### src/rtl/serial_sample_player_if.sv
//------------------------------------------------------------------------------
// serial_sample_player_if
//
// Bundles the control, sample-table, candidate-circuit and scoring signals of
// the serial sample player. Clock and reset stay outside as plain ports.
//
//   slave  : the player itself (takes the i* signals, drives the o* signals)
//   master : the environment (controller, sample loader, candidate circuit)
//
// Signals:
//   iStart / iAbort          pass control
//   iInputSequences          input byte per sample slot
//   iExpectedOutputs         expected output bits per slot
//   iValidOutputs            1 = bit is scored, 0 = don't-care
//   oCircuitReset            one-cycle reset pulse to the candidate circuit
//   oCircuitInput            serial data bit into the candidate circuit
//   oCircuitStep             one-cycle clock enable to the candidate circuit
//   iCircuitOutput           candidate circuit serial output
//   oBusy / oDone            status
//   oMatchCount/oErrorCount  scored-bit counters
//   oPerfect                 no errors and at least one match at pass end
//------------------------------------------------------------------------------
`timescale 1ns/1ps

interface serial_sample_player_if #(
    parameter int NUM_SAMPLES = 23
);
    logic                         iStart;
    logic                         iAbort;
    logic [NUM_SAMPLES:0][7:0]    iInputSequences;
    logic [NUM_SAMPLES:0][7:0]    iExpectedOutputs;
    logic [NUM_SAMPLES:0][7:0]    iValidOutputs;
    logic                         oCircuitReset;
    logic                         oCircuitInput;
    logic                         oCircuitStep;
    logic                         iCircuitOutput;
    logic                         oBusy;
    logic                         oDone;
    logic [15:0]                  oMatchCount;
    logic [15:0]                  oErrorCount;
    logic                         oPerfect;

    modport slave (
        input  iStart,
        input  iAbort,
        input  iInputSequences,
        input  iExpectedOutputs,
        input  iValidOutputs,
        output oCircuitReset,
        output oCircuitInput,
        output oCircuitStep,
        input  iCircuitOutput,
        output oBusy,
        output oDone,
        output oMatchCount,
        output oErrorCount,
        output oPerfect
    );

    modport master (
        output iStart,
        output iAbort,
        output iInputSequences,
        output iExpectedOutputs,
        output iValidOutputs,
        input  oCircuitReset,
        input  oCircuitInput,
        input  oCircuitStep,
        output iCircuitOutput,
        input  oBusy,
        input  oDone,
        input  oMatchCount,
        input  oErrorCount,
        input  oPerfect
    );
endinterface

### src/rtl/serial_sample_player.sv
//------------------------------------------------------------------------------
// serial_sample_player
//
// Playback and scoring engine. For every sample byte it pulses the candidate
// circuit reset, then streams the byte LSB first, one step per bit, and
// compares the circuit output seen after each step against the expected bit
// wherever the valid mask is set.
//
// Ports:
//   iClock    system clock (posedge)
//   iReset_n  asynchronous active-low reset
//   bus       serial_sample_player_if.slave (control, tables, circuit, scores)
//
// Every output is a flop. Outputs that belong to a state are computed from the
// next state, so they are high during exactly the cycle spent in that state.
//------------------------------------------------------------------------------
`timescale 1ns/1ps

module serial_sample_player #(
    parameter int NUM_SAMPLES = 23
) (
    input  logic                      iClock,
    input  logic                      iReset_n,
    serial_sample_player_if.slave     bus
);

    localparam int IDX_W = (NUM_SAMPLES > 0) ? $clog2(NUM_SAMPLES + 1) : 1;
    localparam logic [IDX_W-1:0] LAST_BYTE = IDX_W'(NUM_SAMPLES);

    typedef enum logic [2:0] {
        S_IDLE,
        S_LOAD,
        S_DRIVE,
        S_SAMPLE,
        S_DONE
    } state_t;

    state_t            state_q,      state_d;
    logic [IDX_W-1:0]  byte_q,       byte_d;
    logic [2:0]        bit_q,        bit_d;
    logic [7:0]        in_snap_q,    in_snap_d;
    logic [7:0]        exp_snap_q,   exp_snap_d;
    logic [7:0]        val_snap_q,   val_snap_d;
    logic [15:0]       match_q,      match_d;
    logic [15:0]       error_q,      error_d;
    logic              perfect_q,    perfect_d;
    logic              circ_reset_q, circ_reset_d;
    logic              circ_input_q, circ_input_d;
    logic              circ_step_q,  circ_step_d;
    logic              busy_q,       busy_d;
    logic              done_q,       done_d;

    always_comb begin
        state_d    = state_q;
        byte_d     = byte_q;
        bit_d      = bit_q;
        in_snap_d  = in_snap_q;
        exp_snap_d = exp_snap_q;
        val_snap_d = val_snap_q;
        match_d    = match_q;
        error_d    = error_q;
        perfect_d  = perfect_q;

        case (state_q)
            S_IDLE: begin
                if (bus.iStart) begin
                    match_d   = 16'd0;
                    error_d   = 16'd0;
                    perfect_d = 1'b0;
                    byte_d    = '0;
                    state_d   = S_LOAD;
                end
            end
            S_LOAD: begin
                // The only place table bytes are read; later edits to this
                // slot cannot disturb the byte being played.
                in_snap_d  = bus.iInputSequences[byte_q];
                exp_snap_d = bus.iExpectedOutputs[byte_q];
                val_snap_d = bus.iValidOutputs[byte_q];
                bit_d      = 3'd0;
                state_d    = S_DRIVE;
            end
            S_DRIVE: begin
                state_d = S_SAMPLE;
            end
            S_SAMPLE: begin
                if (val_snap_q[bit_q]) begin
                    if (bus.iCircuitOutput == exp_snap_q[bit_q]) begin
                        match_d = (match_q == 16'hFFFF) ? match_q : match_q + 16'd1;
                    end else begin
                        error_d = (error_q == 16'hFFFF) ? error_q : error_q + 16'd1;
                    end
                end
                if (bit_q != 3'd7) begin
                    bit_d   = bit_q + 3'd1;
                    state_d = S_DRIVE;
                end else if (byte_q != LAST_BYTE) begin
                    byte_d  = byte_q + 1'b1;
                    state_d = S_LOAD;
                end else begin
                    state_d = S_DONE;
                end
            end
            S_DONE: begin
                perfect_d = (error_q == 16'd0) && (match_q != 16'd0);
                state_d   = S_IDLE;
            end
            default: begin
                state_d = S_IDLE;
            end
        endcase

        // Abort overrides everything above, including a bit being scored on
        // this very edge and the end-of-pass verdict.
        if (bus.iAbort && (state_q != S_IDLE)) begin
            state_d    = S_IDLE;
            byte_d     = byte_q;
            bit_d      = bit_q;
            in_snap_d  = in_snap_q;
            exp_snap_d = exp_snap_q;
            val_snap_d = val_snap_q;
            match_d    = match_q;
            error_d    = error_q;
            perfect_d  = perfect_q;
        end

        circ_reset_d = (state_d == S_LOAD);
        circ_step_d  = (state_d == S_DRIVE);
        circ_input_d = ((state_d == S_DRIVE) || (state_d == S_SAMPLE)) ? in_snap_d[bit_d] : 1'b0;
        busy_d       = (state_d != S_IDLE);
        done_d       = (state_d == S_DONE);
    end

    always_ff @(posedge iClock or negedge iReset_n) begin
        if (!iReset_n) begin
            state_q      <= S_IDLE;
            byte_q       <= '0;
            bit_q        <= 3'd0;
            in_snap_q    <= 8'd0;
            exp_snap_q   <= 8'd0;
            val_snap_q   <= 8'd0;
            match_q      <= 16'd0;
            error_q      <= 16'd0;
            perfect_q    <= 1'b0;
            circ_reset_q <= 1'b0;
            circ_input_q <= 1'b0;
            circ_step_q  <= 1'b0;
            busy_q       <= 1'b0;
            done_q       <= 1'b0;
        end else begin
            state_q      <= state_d;
            byte_q       <= byte_d;
            bit_q        <= bit_d;
            in_snap_q    <= in_snap_d;
            exp_snap_q   <= exp_snap_d;
            val_snap_q   <= val_snap_d;
            match_q      <= match_d;
            error_q      <= error_d;
            perfect_q    <= perfect_d;
            circ_reset_q <= circ_reset_d;
            circ_input_q <= circ_input_d;
            circ_step_q  <= circ_step_d;
            busy_q       <= busy_d;
            done_q       <= done_d;
        end
    end

    assign bus.oCircuitReset = circ_reset_q;
    assign bus.oCircuitInput = circ_input_q;
    assign bus.oCircuitStep  = circ_step_q;
    assign bus.oBusy         = busy_q;
    assign bus.oDone         = done_q;
    assign bus.oMatchCount   = match_q;
    assign bus.oErrorCount   = error_q;
    assign bus.oPerfect      = perfect_q;

endmodule

### src/flat_wrapper.sv
// flat-port wrapper written by rule: the top's interface ports become plain ports
module serial_sample_player_flat 
#(
    parameter int NUM_SAMPLES = 23
)
  (iClock, iReset_n, bus_iStart, bus_iAbort, bus_iInputSequences, bus_iExpectedOutputs, bus_iValidOutputs, bus_oCircuitReset, bus_oCircuitInput, bus_oCircuitStep, bus_iCircuitOutput, bus_oBusy, bus_oDone, bus_oMatchCount, bus_oErrorCount, bus_oPerfect);
  serial_sample_player_if #(.NUM_SAMPLES(NUM_SAMPLES)) bus_i ();
  input  logic iClock;
  input  logic iReset_n;
  input wire logic [$bits(bus_i.iStart)-1:0] bus_iStart;
  input wire logic [$bits(bus_i.iAbort)-1:0] bus_iAbort;
  input wire logic [$bits(bus_i.iInputSequences)-1:0] bus_iInputSequences;
  input wire logic [$bits(bus_i.iExpectedOutputs)-1:0] bus_iExpectedOutputs;
  input wire logic [$bits(bus_i.iValidOutputs)-1:0] bus_iValidOutputs;
  output wire logic [$bits(bus_i.oCircuitReset)-1:0] bus_oCircuitReset;
  output wire logic [$bits(bus_i.oCircuitInput)-1:0] bus_oCircuitInput;
  output wire logic [$bits(bus_i.oCircuitStep)-1:0] bus_oCircuitStep;
  input wire logic [$bits(bus_i.iCircuitOutput)-1:0] bus_iCircuitOutput;
  output wire logic [$bits(bus_i.oBusy)-1:0] bus_oBusy;
  output wire logic [$bits(bus_i.oDone)-1:0] bus_oDone;
  output wire logic [$bits(bus_i.oMatchCount)-1:0] bus_oMatchCount;
  output wire logic [$bits(bus_i.oErrorCount)-1:0] bus_oErrorCount;
  output wire logic [$bits(bus_i.oPerfect)-1:0] bus_oPerfect;
  assign bus_i.iStart = bus_iStart;
  assign bus_i.iAbort = bus_iAbort;
  assign bus_i.iInputSequences = bus_iInputSequences;
  assign bus_i.iExpectedOutputs = bus_iExpectedOutputs;
  assign bus_i.iValidOutputs = bus_iValidOutputs;
  assign bus_oCircuitReset = bus_i.oCircuitReset;
  assign bus_oCircuitInput = bus_i.oCircuitInput;
  assign bus_oCircuitStep = bus_i.oCircuitStep;
  assign bus_i.iCircuitOutput = bus_iCircuitOutput;
  assign bus_oBusy = bus_i.oBusy;
  assign bus_oDone = bus_i.oDone;
  assign bus_oMatchCount = bus_i.oMatchCount;
  assign bus_oErrorCount = bus_i.oErrorCount;
  assign bus_oPerfect = bus_i.oPerfect;
  serial_sample_player #(.NUM_SAMPLES(NUM_SAMPLES)) u_core (.iClock(iClock), .iReset_n(iReset_n), .bus(bus_i));
endmodule
### config.mk
export PLATFORM = sky130hd
export DESIGN_NAME = serial_sample_player_flat
export DESIGN_NICKNAME = d
export VERILOG_FILES = /design/src/rtl/serial_sample_player_if.sv /design/src/rtl/serial_sample_player.sv /design/src/flat_wrapper.sv
export SDC_FILE = /design/constraint.sdc
export NUM_CORES = 1
export LEC_CHECK = 0
export BUFFER_PORTS_ARGS = -buffer_cell sky130_fd_sc_hd__buf_4
export CAP_MARGIN = 20
export CORE_AREA = 10 10 230 232
export DETAILED_ROUTE_END_ITERATION = 10
export DIE_AREA = 0 0 240 242
export GPL_ROUTABILITY_DRIVEN = 0
export PLACE_DENSITY = 0.48
export SYNTH_ARGS = -nofsm -noshare
export SYNTH_HDL_FRONTEND = slang
export SYNTH_SLANG_ARGS = --single-unit
### constraint.sdc
create_clock -name iClock -period 5.22 [get_ports iClock]
set_clock_uncertainty 0.1 [all_clocks]
set_input_delay 1.044 -clock iClock [delete_from_list [all_inputs] [get_ports iClock]]
set_output_delay 1.044 -clock iClock [all_outputs]
set_load 0.03 [all_outputs]
* Word level (Yosys, flattened, before mapping)
Cells that the tools add are included.
** Storage, ports and cells
- Register bits :: 73
- Bits in latches :: 0
- Memory bits (writable) :: 0
- Memory bits (read-only) :: 0
- Input port bits :: 581
- Output and inout port bits :: 38
- Memories :: 0
** Operators by class
- $add $sub $neg :: 4
- Multiply operators :: 0
- Div/mod/pow operators :: 0
- Magnitude comparators :: 3
- Eq/ne operators :: 21
- Shift-type cells :: 0
- Muxes and demuxes :: 38
- Bitwise logic cells :: 1
- Reductions and logical operators :: 15
** Operators by type and width (number)
- binary-select mux 8 bit (select 5 bit) :: 3
- 2-to-1 mux 16 bit :: 7
- one-hot mux 16 bit (2 select lines) :: 2
- 2-to-1 mux 8 bit :: 5
- adder 16 x 1 -> 16 bit (second input constant) :: 2
- equality test 16 bit (second input constant) :: 2
- 2-to-1 mux 3 bit :: 6
- zero test 16 bit :: 1
- nonzero test 16 bit :: 1
- 2-to-1 mux 5 bit :: 3
- equality test 3 x 2 -> 1 bit (second input constant) :: 4
- one-hot mux 3 bit (4 select lines) :: 1
- AND reduction 6 bit :: 2
- != test 2 bit (second input constant) :: 5
- one-hot mux 5 bit (2 select lines) :: 1
- binary-select mux 1 bit (select 3 bit) :: 3
- < comparator 3 x 4 -> 1 bit (second input constant) :: 2
- equality test 3 x 1 -> 1 bit (second input constant) :: 2
- equality test 3 bit (second input constant) :: 2
- < comparator 5 x 6 -> 1 bit (second input constant) :: 1
- != test 2 x 1 -> 1 bit (second input constant) :: 3
- one-hot mux 3 bit (2 select lines) :: 1
- nonzero test 3 bit :: 2
- adder 5 x 1 -> 5 bit (second input constant) :: 1
- other kinds (14) :: 20

* Depth between registers and ports, before layout
- Depth after elaboration :: 8
- Depth in mapped cells :: 11
- Gate-level depth less buffers :: 7

* Worst setup path before layout
No wires, ideal clock.
- Path kind :: input-to-reg
- Start point :: input bus_iStart
- End point :: register u_core.match_q[5], in the netlist u_core.bus.oMatchCount[5]
- Setup time :: 136 ps
- Data arrival time :: 2818 ps
- Data required time :: 4984 ps
- Slack :: 2166 ps
- Cell stages on the path :: 7
- Buffers on the path :: 2
- Cells stage by stage :: or3b_2 a21o_1 or4_4 buf_6 clkbuf_1 o31ai_1 a21oi_1
** On the way
- Cells in the longest elaborated chain, start to end :: 2
** Ends and longest elaborated chain
- start: declaration :: line flat_wrapper.sv:10 : input wire logic [$bits(bus_i.iStart)-1:0] bus_iStart;
- != test 2 bit (no source line)
- AND reduction 6 bit (no source line)
- end signal: assignment :: line serial_sample_player.sv:157 : match_q <= match_d;
- end: declaration :: line serial_sample_player.sv:44 : logic [15:0] match_q, match_d;
No other way between the ends.
A chain may end at the register's enable or synchronous reset.

* Worst setup path in the final report
- Start point :: register u_core.bit_q[0]
- End point :: register u_core.match_q[7], in the netlist u_core.bus.oMatchCount[7]
** On the way
- Cells in the longest elaborated chain, start to end :: 5
** Ends and longest elaborated chain
- start: declaration :: line serial_sample_player.sv:40 : logic [2:0] bit_q, bit_d;
- start signal: assignment :: line serial_sample_player.sv:153 : bit_q <= bit_d;
- binary-select mux 1 bit (select 3 bit) :: line serial_sample_player.sv:88 : if (bus.iCircuitOutput == exp_snap_q[bit_q]) begin
- 2-to-1 mux 1 bit (not written as such) :: line serial_sample_player.sv:88
- equality test 1 bit :: line serial_sample_player.sv:88
- != test 2 x 1 -> 1 bit (no source line)
- AND reduction 6 bit (no source line) *
Every way passes the cells marked *; elsewhere a longest branch is shown, timed or not. The select of a mux whose other input is x is not followed.

==> summary by stage <==
Floorplan
The floorplan die area is roughly 58,000 sq um. The die is approximately 240 um wide. The initial utilization of the core area, before any placement, comes to around 17%. The count of pins on the block boundary is 619. From bottom edge to top edge, the die measures 242 um.

After floorplanning, the core was divided into between 80 and 90 placement rows. The core region is 48,400 sq um.

Final layout
The library cell used most frequently in the layout, excluding fill and tap cells, is sky130_fd_sc_hd__buf_4. The number of nets in the final layout is 1,887. The share of layout cells above drive strength 1 is around 65%. The library cells used most frequently in the layout, excluding fill and tap cells, are sky130_fd_sc_hd__buf_4 (629), sky130_fd_sc_hd__mux4_2 (157), sky130_fd_sc_hd__dfrtp_1 (69). The area growth from synthesis to layout is 67.5%.

Measured on the finished design, the core utilization comes to about 29%.

Power
The net load switching power is 1.46 mW. For this design the ratio of total power to cell area is 276 nW/um^2. The final total power is 3.87 mW. Sequential cells burn a little under a quarter of the power. The worst-case IR drop observed on VDD is roughly 190 uV.

The leakage power total is 5.84 nW. The share of total power in the clock network is between 15 and 20%. The switching part of the total power is between 30% and 40%.

Internal power comes to about 2.4 mW. Per report_power, the combinational group accounts for 60.2% of the total.

GRT
In the global route stage, overall resource usage came out at between 10% and 20%. The layer carrying the most global-route usage is met2. The number of antenna violations at the first check in global routing was 19. Entering global routing, the biggest net connects 74 pins. For this run, global-route usage on met3 was measured as under 10%. The number of global-route vias before repair is around 10,000. The met2 usage in global routing is 31.5%. After global routing the overflow that remains totals 0. In the global route stage, met1 resource usage came out at 21.9%. The first global-routing pass estimated 76.3 mm of wire.

STA
The final critical path takes up 62.1% of the cycle. Setup repair after global routing left no endpoint under its margin. The setup slack of the critical path after layout is between 1500 and 2000 ps. The number of failing hold endpoints at the final stage is 0. For the pin with the worst max-slew slack, the measured transition is between 900 and 1000 ps. Setup violations remaining at the end of the flow were counted as 0.

The setup TNS after final layout is 0 ps. The clock period minus worst slack is between 3000 and 4000 ps. The maximum operating frequency is 308 MHz. The worst slew margin relative to its limit is 33.8%. The number of max-slew violations in the final report is 0.

Clocking
The clock passes through at most 2 buffers. The maximum level of the CTS H-tree is 3. The clock net in this run drives a total of 73 sinks. The master cell of the clock root buffer is sky130_fd_sc_hd__clkbuf_16.

In this run, post-CTS hold repair placed 0 buffers. Clock latency on the worst-skew pair, taken at its later pin, is 350 ps. The number of setup buffers added after CTS is 0.

The clock buffer count from CTS is 9. After clock tree synthesis, the repair step resized 0 gates. The register clock-pin slew on the reported worst setup and hold paths is 60 ps. The clock tree from TritonCTS is built.

Setup path
Of all nets on the critical path, the largest fanout is 21. The worst register-to-register path ends at u_core.bus.oMatchCount[7]$_DFFE_PN0P_. The depth of the most critical reg-to-reg path is 6. STA classifies the critical path startpoint as a flip-flop. Across all register-to-register paths, the minimum setup slack is approximately 2000 ps.

The worst setup path startpoint is u_core.bit_q[0]$_DFF_PN0_. The critical path is of the flip-flop to flip-flop type. STA puts the critical path data required time at ~5400 ps. The reg-to-reg startpoint is u_core.bit_q[0]$_DFF_PN0_. The last element of the critical path is u_core.bus.oMatchCount[7]$_DFFE_PN0P_. The data arrival time of the worst path is approximately 3400 ps. The type of element capturing the critical path is a flip-flop.

Run status
The flow ran to the end, and the final reports show no timing, DRC or antenna violations.

Yosys
For this run, the number of Yosys warnings is 0. The count of distinct cell types in the synthesized netlist is 60. The number of nets in the synthesized netlist is 1,311. Ranked by total cell area, the synthesized netlist is headed by sky130_fd_sc_hd__mux4_2 (42%), sky130_fd_sc_hd__dfrtp_1 (22%), sky130_fd_sc_hd__nand2_1 (3.0%). The main flop type after synthesis is sky130_fd_sc_hd__dfrtp_1.

The share of Yosys cell area claimed by the top area cell type is between 40% and 50%. After synthesis, the mean cell area works out to about 12 sq um. After technology mapping, the gate count stands at approximately 720. The post-synthesis cell type with the largest combined area is sky130_fd_sc_hd__mux4_2. The share of flip-flops with an asynchronous set or reset is 100%.

The synthesized area is 8370 sq um. Summing the sequential cell areas from Yosys gives between 20% and 30% of the chip area. The number of register bits inferred by synthesis is 73. In this run, synthesis inferred 0 flip-flops with an integrated enable.

Placement
The count of input and output buffers is between 600 and 700. OpenSTA, run right after detailed placement, puts the worst setup slack at 1800 ps. Summed over all nets, the half-perimeter wirelength after detailed placement is about 48 mm.

Detailed routing
The remaining design rule violation count is 0. The mean number of vias per cell is 4.84. The starting DRC count in detailed routing is about 530. In this run the remaining antenna-violating nets after routing total 0. For this run, the detailed router's first-pass iteration total came to 5. The via count is ~9,400.

The post-detailed-route wirelength per cell is 28.4 um. For this block, the routed nets add up to 54.9 mm of wire.

Job
Max-cap violations in this run came to 0.

Min path
The class of the tightest hold or removal check is flip-flop to flip-flop.
==> registers in the layout, indices dropped and copies added (netlist names) <==
name	cells
u_core.bus.oMatchCount	16
u_core.bus.oCircuitReset	1
u_core.in_snap_q	8
u_core.bus.oCircuitInput	1
u_core.bus.oCircuitStep	1
u_core.bus.oDone	1
u_core.val_snap_q	8
u_core.bus.oPerfect	1
u_core.bit_q	3
u_core.bus.oErrorCount	16
u_core.state_q	3
u_core.byte_q	5
u_core.bus.oBusy	1
u_core.exp_snap_q	8
==> cell usage after synthesis, types with 4 or more instances <==
master                     number
sky130_fd_sc_hd__a21oi_1       33
sky130_fd_sc_hd__a22oi_1       17
sky130_fd_sc_hd__and2_1         4
sky130_fd_sc_hd__and3_1         6
sky130_fd_sc_hd__and4_1         7
sky130_fd_sc_hd__buf_1          7
sky130_fd_sc_hd__buf_2         16
sky130_fd_sc_hd__clkbuf_1      44
sky130_fd_sc_hd__dfrtp_1       73
sky130_fd_sc_hd__ha_1           6
sky130_fd_sc_hd__inv_1         16
sky130_fd_sc_hd__mux2_2        22
sky130_fd_sc_hd__mux2i_1       21
sky130_fd_sc_hd__mux4_2       157
sky130_fd_sc_hd__nand2_1       67
sky130_fd_sc_hd__nand3_1       23
sky130_fd_sc_hd__nand3b_1       4
sky130_fd_sc_hd__nand4_1       12
sky130_fd_sc_hd__nor2_1        23
sky130_fd_sc_hd__nor3_1         9
sky130_fd_sc_hd__nor4_1        12
sky130_fd_sc_hd__o211ai_1       8
sky130_fd_sc_hd__o21a_1         4
sky130_fd_sc_hd__o21ai_0       40
sky130_fd_sc_hd__o31ai_1        7
sky130_fd_sc_hd__or3_1         15
sky130_fd_sc_hd__or4_1         10
sky130_fd_sc_hd__xnor2_1        6
==> power by group through the flow <==
stage | Sequential, mW | Clock, mW | Combinational (mW)
floorplan | 0.767 | 0 | 1.62
global placement | 0.917 | 0 | 2.34
detailed placement | 0.920 | 0 | 2.36
CTS | 0.910 | 0.665 | 2.36
global route | 0.932 | 0.681 | 2.53
finish | 0.901 | 0.642 | 2.33
==> metal layers <==
metal,vias to the layer above,share of wire (%)
li1,4162,-
met1,4737,40
met2,421,51
met3,42,8.1
met4,2,1.4
met5,-,0.022
==> logic make-up (layout without fill, tap and decap cells) <==
logic type	after synthesis	in the layout	synth area share [%]
AND/OR/NAND/NOR	215	215	13.8
multiplexers	202	202	48.3
AO/OA/AOI/OAI	137	137	10.3
buffers and inverters	85	665	4.23
flip-flops	73	73	21.8
adder cells (fa/ha/maj)	6	6	0.897
XOR/XNOR	6	6	0.628
other	0	8	0
==> worst max-delay path: stages (launching register included) <==
cell	delay [ps]
sky130_fd_sc_hd__dfrtp_1	720
sky130_fd_sc_hd__mux4_2	660
sky130_fd_sc_hd__mux2i_4	170
sky130_fd_sc_hd__xnor2_1	170
sky130_fd_sc_hd__or4_4	680
sky130_fd_sc_hd__or4_1	500
sky130_fd_sc_hd__a21oi_1	160
==> final cells by class <==
class | instances | area [sq um]
diodes | 8 | 20.0
clock buffers | 12 | 246
clock inverters | 3 | 42.5
fillers | 5085 | 34400
inverters | 16 | 60.1
multi-input cells | 566 | 6190
flip-flops and latches | 73 | 1840
well taps | 622 | 778
repair buffers | 634 | 4840
==> stage by stage <==
| step | cell area, sq um | std cells | hold slack [ps] |
|---|---|---|---|
| finish | 14000 | 1934 | 373 |
| global route | 14000 | 1930 | 409 |
| CTS | 13900 | 1924 | 381 |
| detailed placement | 13700 | 1909 | 367 |
| global placement | 13700 | 1909 | 359 |
| floorplan | 8370 | 724 | 331 |
==> how the worst min path moves through the flow <==
stage                                  start                             to  cells after the start
2_1_floorplan  u_core.in_snap_q[7]$_DFF_PN0_  u_core.in_snap_q[7]$_DFF_PN0_                      2
3_3_place_gp   u_core.in_snap_q[7]$_DFF_PN0_  u_core.in_snap_q[7]$_DFF_PN0_                      2
3_5_place_dp   u_core.in_snap_q[7]$_DFF_PN0_  u_core.in_snap_q[7]$_DFF_PN0_                      2
4_1_cts        u_core.in_snap_q[7]$_DFF_PN0_  u_core.in_snap_q[7]$_DFF_PN0_                      2
5_1_grt        u_core.in_snap_q[7]$_DFF_PN0_  u_core.in_snap_q[7]$_DFF_PN0_                      2
6_report       u_core.in_snap_q[7]$_DFF_PN0_  u_core.in_snap_q[7]$_DFF_PN0_                      2
No activity file was read; power rests on OpenSTA's default activity.
